<file path="src/rtl/axi_rd_arbiter.sv">
// N-master AXI3 read-channel arbiter: round-robin AR arbitration, ARID = master index, R beats routed by RID.
// Define AXI_RD_ARB_LIMIT_EN to cap outstanding bursts per master at MAX_OUT.
module axi_rd_arbiter #(
    parameter int          N_MASTERS = 2,
    parameter int          MAX_OUT   = 2,
    parameter logic [15:0] WRAP_MASK = 16'b01,
    parameter logic [15:0] INST_MASK = 16'b01
) (
    input  logic                     clk,
    input  logic                     rst,
    input  logic [N_MASTERS-1:0]     req,
    input  logic [32*N_MASTERS-1:0]  addr,
    input  logic [4*N_MASTERS-1:0]   len,
    input  logic [3*N_MASTERS-1:0]   size,
    output logic [N_MASTERS-1:0]     addr_ok,
    output logic [31:0]              rdata,
    output logic [N_MASTERS-1:0]     rvalid,
    output logic [N_MASTERS-1:0]     data_ok,
    output logic [3:0]               arid,
    output logic [31:0]              araddr,
    output logic [3:0]               arlen,
    output logic [2:0]               arsize,
    output logic [1:0]               arburst,
    output logic [1:0]               arlock,
    output logic [3:0]               arcache,
    output logic [2:0]               arprot,
    output logic                     arvalid,
    input  logic                     arready,
    input  logic [3:0]               rid,
    input  logic [31:0]              rdata_axi,
    input  logic [1:0]               rresp,
    input  logic                     rlast,
    input  logic                     rvalid_axi,
    output logic                     rready,
    output logic                     rid_err
);

    typedef enum logic {IDLE, ISSUE} state_t;

    state_t                 state_q, state_d;
    logic [N_MASTERS-1:0]   eligible;
    logic                   pick_valid;
    logic [3:0]             pick;
    logic [3:0]             ptr_q;
    logic [3:0]             next_ptr;
    logic [3:0]             grant_q;
    logic [31:0]            addr_q;
    logic [3:0]             len_q;
    logic [2:0]             size_q;
    logic [1:0]             burst_q;
    logic [2:0]             prot_q;
    logic                   accept;
    logic                   unused_resp;

    assign unused_resp = &{1'b0, rresp};
    assign accept      = (state_q == ISSUE) && arready;
    assign next_ptr    = (int'(grant_q) + 1 >= N_MASTERS) ? 4'd0 : grant_q + 4'd1;

`ifdef AXI_RD_ARB_LIMIT_EN
    localparam int CW = $clog2(MAX_OUT + 1);

    logic [CW-1:0]          count [N_MASTERS];
    logic [N_MASTERS-1:0]   cnt_inc;
    logic [N_MASTERS-1:0]   cnt_dec;

    always_comb begin
        cnt_inc  = '0;
        cnt_dec  = '0;
        eligible = '0;
        for (int i = 0; i < N_MASTERS; i++) begin
            cnt_inc[i]  = accept && (grant_q == 4'(i));
            cnt_dec[i]  = rvalid_axi && rlast && (rid == 4'(i));
            eligible[i] = req[i] && (count[i] < CW'(MAX_OUT));
        end
    end

    // A late last beat after reset can arrive with the count already at zero, so decrement saturates.
    always_ff @(posedge clk) begin
        for (int i = 0; i < N_MASTERS; i++) begin
            if (rst) begin
                count[i] <= '0;
            end else if (cnt_inc[i] && !cnt_dec[i]) begin
                count[i] <= count[i] + 1'b1;
            end else if (!cnt_inc[i] && cnt_dec[i] && (count[i] != '0)) begin
                count[i] <= count[i] - 1'b1;
            end
        end
    end
`else
    assign eligible = req;
`endif

    // Walk downward so the last hit is the first eligible index at or after ptr.
    always_comb begin
        pick_valid = 1'b0;
        pick       = '0;
        for (int k = N_MASTERS - 1; k >= 0; k--) begin
            if (eligible[(int'(ptr_q) + k) % N_MASTERS]) begin
                pick_valid = 1'b1;
                pick       = 4'((int'(ptr_q) + k) % N_MASTERS);
            end
        end
    end

    always_ff @(posedge clk) begin
        if (rst) begin
            state_q <= IDLE;
        end else begin
            state_q <= state_d;
        end
    end

    always_comb begin
        state_d = state_q;
        case (state_q)
            IDLE:    if (pick_valid) state_d = ISSUE;
            ISSUE:   if (arready)    state_d = IDLE;
            default: state_d = IDLE;
        endcase
    end

    // AR fields come only from these registers so they stay stable while arready is low.
    always_ff @(posedge clk) begin
        if (rst) begin
            ptr_q   <= '0;
            grant_q <= '0;
            addr_q  <= '0;
            len_q   <= '0;
            size_q  <= '0;
            burst_q <= 2'b01;
            prot_q  <= 3'b001;
        end else if ((state_q == IDLE) && pick_valid) begin
            grant_q <= pick;
            addr_q  <= addr[32*int'(pick) +: 32];
            len_q   <= len[4*int'(pick) +: 4];
            size_q  <= size[3*int'(pick) +: 3];
            burst_q <= WRAP_MASK[pick] ? 2'b10 : 2'b01;
            prot_q  <= INST_MASK[pick] ? 3'b101 : 3'b001;
        end else if (accept) begin
            ptr_q   <= next_ptr;
        end
    end

    always_ff @(posedge clk) begin
        if (rst) begin
            rid_err <= 1'b0;
        end else if (rvalid_axi && (int'(rid) >= N_MASTERS)) begin
            rid_err <= 1'b1;
        end
    end

    always_comb begin
        addr_ok = '0;
        rvalid  = '0;
        data_ok = '0;
        for (int i = 0; i < N_MASTERS; i++) begin
            addr_ok[i] = accept && (grant_q == 4'(i));
            rvalid[i]  = rvalid_axi && (rid == 4'(i));
            data_ok[i] = rvalid_axi && rlast && (rid == 4'(i));
        end
    end

    assign arvalid = (state_q == ISSUE);
    assign arid    = grant_q;
    assign araddr  = addr_q;
    assign arlen   = len_q;
    assign arsize  = size_q;
    assign arburst = burst_q;
    assign arprot  = prot_q;
    assign arlock  = 2'b00;
    assign arcache = 4'b0000;
    assign rready  = 1'b1;
    assign rdata   = rdata_axi;

endmodule

</file>
<file path="config.mk">
export PLATFORM = sky130hd
export DESIGN_NAME = axi_rd_arbiter
export DESIGN_NICKNAME = d
export VERILOG_FILES = /design/src/rtl/axi_rd_arbiter.sv
export SDC_FILE = /design/constraint.sdc
export NUM_CORES = 1
export LEC_CHECK = 0
export ABC_AREA = 1
export BUFFER_PORTS_ARGS = -buffer_cell sky130_fd_sc_hd__buf_2
export CELL_PAD_IN_SITES_DETAIL_PLACEMENT = 1
export CELL_PAD_IN_SITES_GLOBAL_PLACEMENT = 1
export CORE_AREA = 2 2 113 115
export DETAILED_ROUTE_END_ITERATION = 16
export DIE_AREA = 0 0 115 117
export PLACE_DENSITY = 0.86
export SYNTH_ARGS = -nofsm -noshare
export SYNTH_HDL_FRONTEND = slang
export SYNTH_SLANG_ARGS = --single-unit
</file>
<file path="constraint.sdc">
create_clock -name clk -period 1.12 [get_ports clk]
set_input_delay 0 -clock clk [delete_from_list [all_inputs] [get_ports clk]]
set_output_delay 0 -clock clk [all_outputs]
set_load 0.1 [all_outputs]
</file>
==> results_tabular.tex <==
\begin{tabular}{lr}
\hline
Metric & Value \\
\hline
\multicolumn{2}{l}{\textbf{Run status}} \\
Run status & finished, final reports clean \\
\multicolumn{2}{l}{\textbf{Cells and area}} \\
Number of nets in the finished design & 645 \\
Count of fill cells added during filler insertion & 1544 \\
Number of flip-flops in the largest register & 32 \\
Antenna Cells & 0 \\
Cell Count, Final, Fillers Out & 672 \\
Area of the multi-input gates & 0.00139 sq mm \\
Syn-to-layout area delta & 48.2\% \\
Sequential cell area & 962 sq um \\
Share of final-layout standard cells stronger than drive strength 1 & 48.9\% \\
\multicolumn{2}{l}{\textbf{Synthesis}} \\
Async SR Flop Fraction & 0\% \\
Post-synthesis instance area & 0.00265 sq mm \\
Cell type contributing the most total cell area after synthesis & sky130\_fd\_sc\_hd\_\_dfxtp\_1 \\
Most instantiated cells after synthesis & 85 x sky130\_fd\_sc\_hd\_\_nand2\_1, 81 x sky130\_fd\_sc\_hd\_\_nor2\_1, 48 x sky130\_fd\_sc\_hd\_\_buf\_4 \\
Yosys warning count & 0 \\
Cell types occupying the most area after synthesis & sky130\_fd\_sc\_hd\_\_dfxtp\_1 34\%, sky130\_fd\_sc\_hd\_\_buf\_4 14\%, sky130\_fd\_sc\_hd\_\_nand2\_1 12\% \\
Predominant post-synthesis flop cell & sky130\_fd\_sc\_hd\_\_dfxtp\_1 \\
Sequential fraction of the synthesis area & 33.9\% \\
Synth top area share & 33.9\% \\
Library cell with the highest instance count after synthesis & sky130\_fd\_sc\_hd\_\_nand2\_1 \\
Gate count of the mapped netlist & 412 \\
Post-Syn Area per Cell & 6.44 sq um \\
Number of enable-type register cells in the synthesized netlist & 0 \\
Number of unique standard cell types used by synthesis & 22 \\
Seq cells post-synth & 45 \\
\multicolumn{2}{l}{\textbf{Placement}} \\
Count of placed standard cells including taps & 658 \\
Gp weighted congestion & 0.690 \\
Hpwl dp & 6810 microns \\
Count of port buffers added during placement & 139 \\
\multicolumn{2}{l}{\textbf{Critical path}} \\
Required time of the critical path & 1.31 ns \\
Launching element of the worst setup path & ptr\_q[0] \\
Top fanout value on the critical path & 6 \\
Crit Reg-Reg Startpoint & ptr\_q[0] \\
Critical Path Start Type & register \\
Endpoint arrival time on the critical path & 1.30 ns \\
Critical Setup Path Class & reg -> reg \\
Type of destination of the critical path & register \\
\multicolumn{2}{l}{\textbf{Routing}} \\
Remaining DRCs & 0 \\
TritonRoute pass-1 iters & 4 \\
Starting DRT DRC Count & 79 \\
Remaining number of nets flagged by the antenna check after routing & 0 \\
Via-to-Cell Ratio & 4.36 \\
Count of vias placed by the detailed router & 2933 \\
Routed WL & 9600 microns \\
Final routed wire length divided by cell count & 14.3 microns \\
\multicolumn{2}{l}{\textbf{Power and ir drop}} \\
Peak supply drop & 0.540 mV \\
Total power & 5.80 mW \\
Leak & 2.18 nW \\
Power density relative to cell area & 1470 mW/mm\^{}2 \\
\multicolumn{2}{l}{\textbf{Clock network}} \\
CTS H-tree depth & 2 \\
Clock network latency to the later pin of the worst-skew pair & 0.29 ns \\
TritonCTS clock tree & built \\
Number of buffers created by CTS & 5 \\
Clock edge transition at the registers on the reported setup and hold paths & 0.06 ns \\
Maximum count of clock buffers along a single path & 2 \\
Clock root buffer & sky130\_fd\_sc\_hd\_\_clkbuf\_16 \\
Clock Sinks & 45 \\
\multicolumn{2}{l}{\textbf{Global routing}} \\
Total routing usage reported by global routing & 13.6\% \\
First-pass GRT wire length & 14300 microns \\
Maximum number of pins on one net before global-route repair & 31 \\
Grt met2 use & 25.1\% \\
Antenna violations before repair & 0 \\
GR met3 Demand/Resource & 3.66\% \\
Met1 Track Usage GR & 15.3\% \\
Via count of the first global-routing pass & 2907 \\
Global route total overflow & 0 \\
Layer with the highest usage & met2 \\
\multicolumn{2}{l}{\textbf{Floorplanning}} \\
Width of the die & 115 microns \\
Num ports & 218 \\
Area of the die & 0.0135 sq mm \\
Initial core utilization & 21.6\% \\
Placeable core region & 0.0123 sq mm \\
Die Height & 117 microns \\
Number of standard-cell rows in the floorplan & 41 \\
\multicolumn{2}{l}{\textbf{Timing}} \\
Part of the cycle the worst path needs & 99.1\% \\
RSZ-0062 raised after global routing & true \\
Worst slew margin relative to its limit & 65.7\% \\
Min cycle time layout & 1.11 ns \\
Setup\_tns & 0 ns \\
Pin slew with the least headroom to its limit & 0.518 ns \\
Fmax achieved & 901 MHz \\
Final setup fails & 0 \\
Number of hold violations in the final report & 0 \\
Fin. max-slew vios & 0 \\
Maximum clock skew at final layout & 0.00747 ns \\
Worst-case hold slack & 0.0000385 ns \\
\multicolumn{2}{l}{\textbf{Flow run}} \\
Total of max-cap violations & 0 \\
\multicolumn{2}{l}{\textbf{Min path}} \\
Type of the worst min-delay path & in -> out \\
Start point of the worst hold path & rdata\_axi[27] \\
\hline
\end{tabular}
-- through the flow --
step           worst slack (ns)  cell area [sq um]  util, %
2_1_floorplan            -0.298               2850        -
3_3_place_gp            -0.0599               3540     28.7
3_5_place_dp             -0.149               3540     28.7
4_1_cts                -0.00745               3730     30.3
5_1_grt                 -0.0594               3930     31.9
6_report                0.00982               3930     31.9
-- worst max-delay path, cell delays in order (launching register included) --
cell	delay (ns)
sky130_fd_sc_hd__dfxtp_2	0.32
sky130_fd_sc_hd__inv_2	0.04
sky130_fd_sc_hd__nand2_4	0.11
sky130_fd_sc_hd__nand2_8	0.10
sky130_fd_sc_hd__buf_8	0.17
sky130_fd_sc_hd__nand3_2	0.09
sky130_fd_sc_hd__nand3_2	0.08
sky130_fd_sc_hd__nand2_2	0.07
sky130_fd_sc_hd__inv_1	0.03
-- power by group --
part	switching, mW	internal (mW)
combinational	1.87	0.569
clock	0.631	0.878
sequential	0.0834	1.77
-- placed cells by master, fill, tap and decap left out, drive strengths merged --
cell           n
nor3           2
inv           46
or2            1
nand2         88
dlygate4sd3    1
a211oi         1
dfxtp         45
nand4         39
nor2          83
a21oi          4
buf          160
o21ai          1
nand3         31
conb          12
clkbuf         8
-- layout make-up --
cell class                      instances  share of cell area, %
Tap cell                              150                   4.77
Multi-Input combinational cell        262                   35.3
Sequential cell                        45                   24.5
Inverter                               46                   4.52
Timing Repair Buffer                  162                   27.3
Clock buffer                            7                   3.63
-- metal layers --
| layer | vias up | share of wire [%] |
|---|---|---|
| li1 | 1447 | - |
| met1 | 1358 | 43 |
| met2 | 113 | 49 |
| met3 | 15 | 6.5 |
| met4 | 0 | 1.4 |
| met5 | - | 0 |
-- logic make-up (layout without fill, tap and decap cells) --
| family | Yosys count | after routing | share of synthesized area [%] |
|---|---|---|---|
| compound gates | 6 | 6 | 1.37 |
| buf+inv | 116 | 215 | 24.0 |
| flops | 45 | 45 | 33.9 |
| other cells | 2 | 12 | 0.283 |
| simple gates | 243 | 244 | 40.5 |
-- final timing paths --
path                                    to  slack (ns)  depth (start not counted)
worst min register to register  arburst[0]        0.46                          2
worst max register to register   araddr[2]        0.01                          8
worst min-delay path             rdata[27]     0.00004                          0
worst max-delay path             araddr[2]        0.01                          8
-- repair_timing --
action / 4_1_cts / 5_1_grt
gates resized for setup: 8 / 31
endpoints found under the hold margin: 1 / 0
hold buffers: 1 / 0
endpoints found under the setup margin: 39 / 43
pin swaps: 0 / 19
gates cloned: 0 / 2
setup buffers: 1 / 3
No activity file was read; power rests on OpenSTA's default activity.
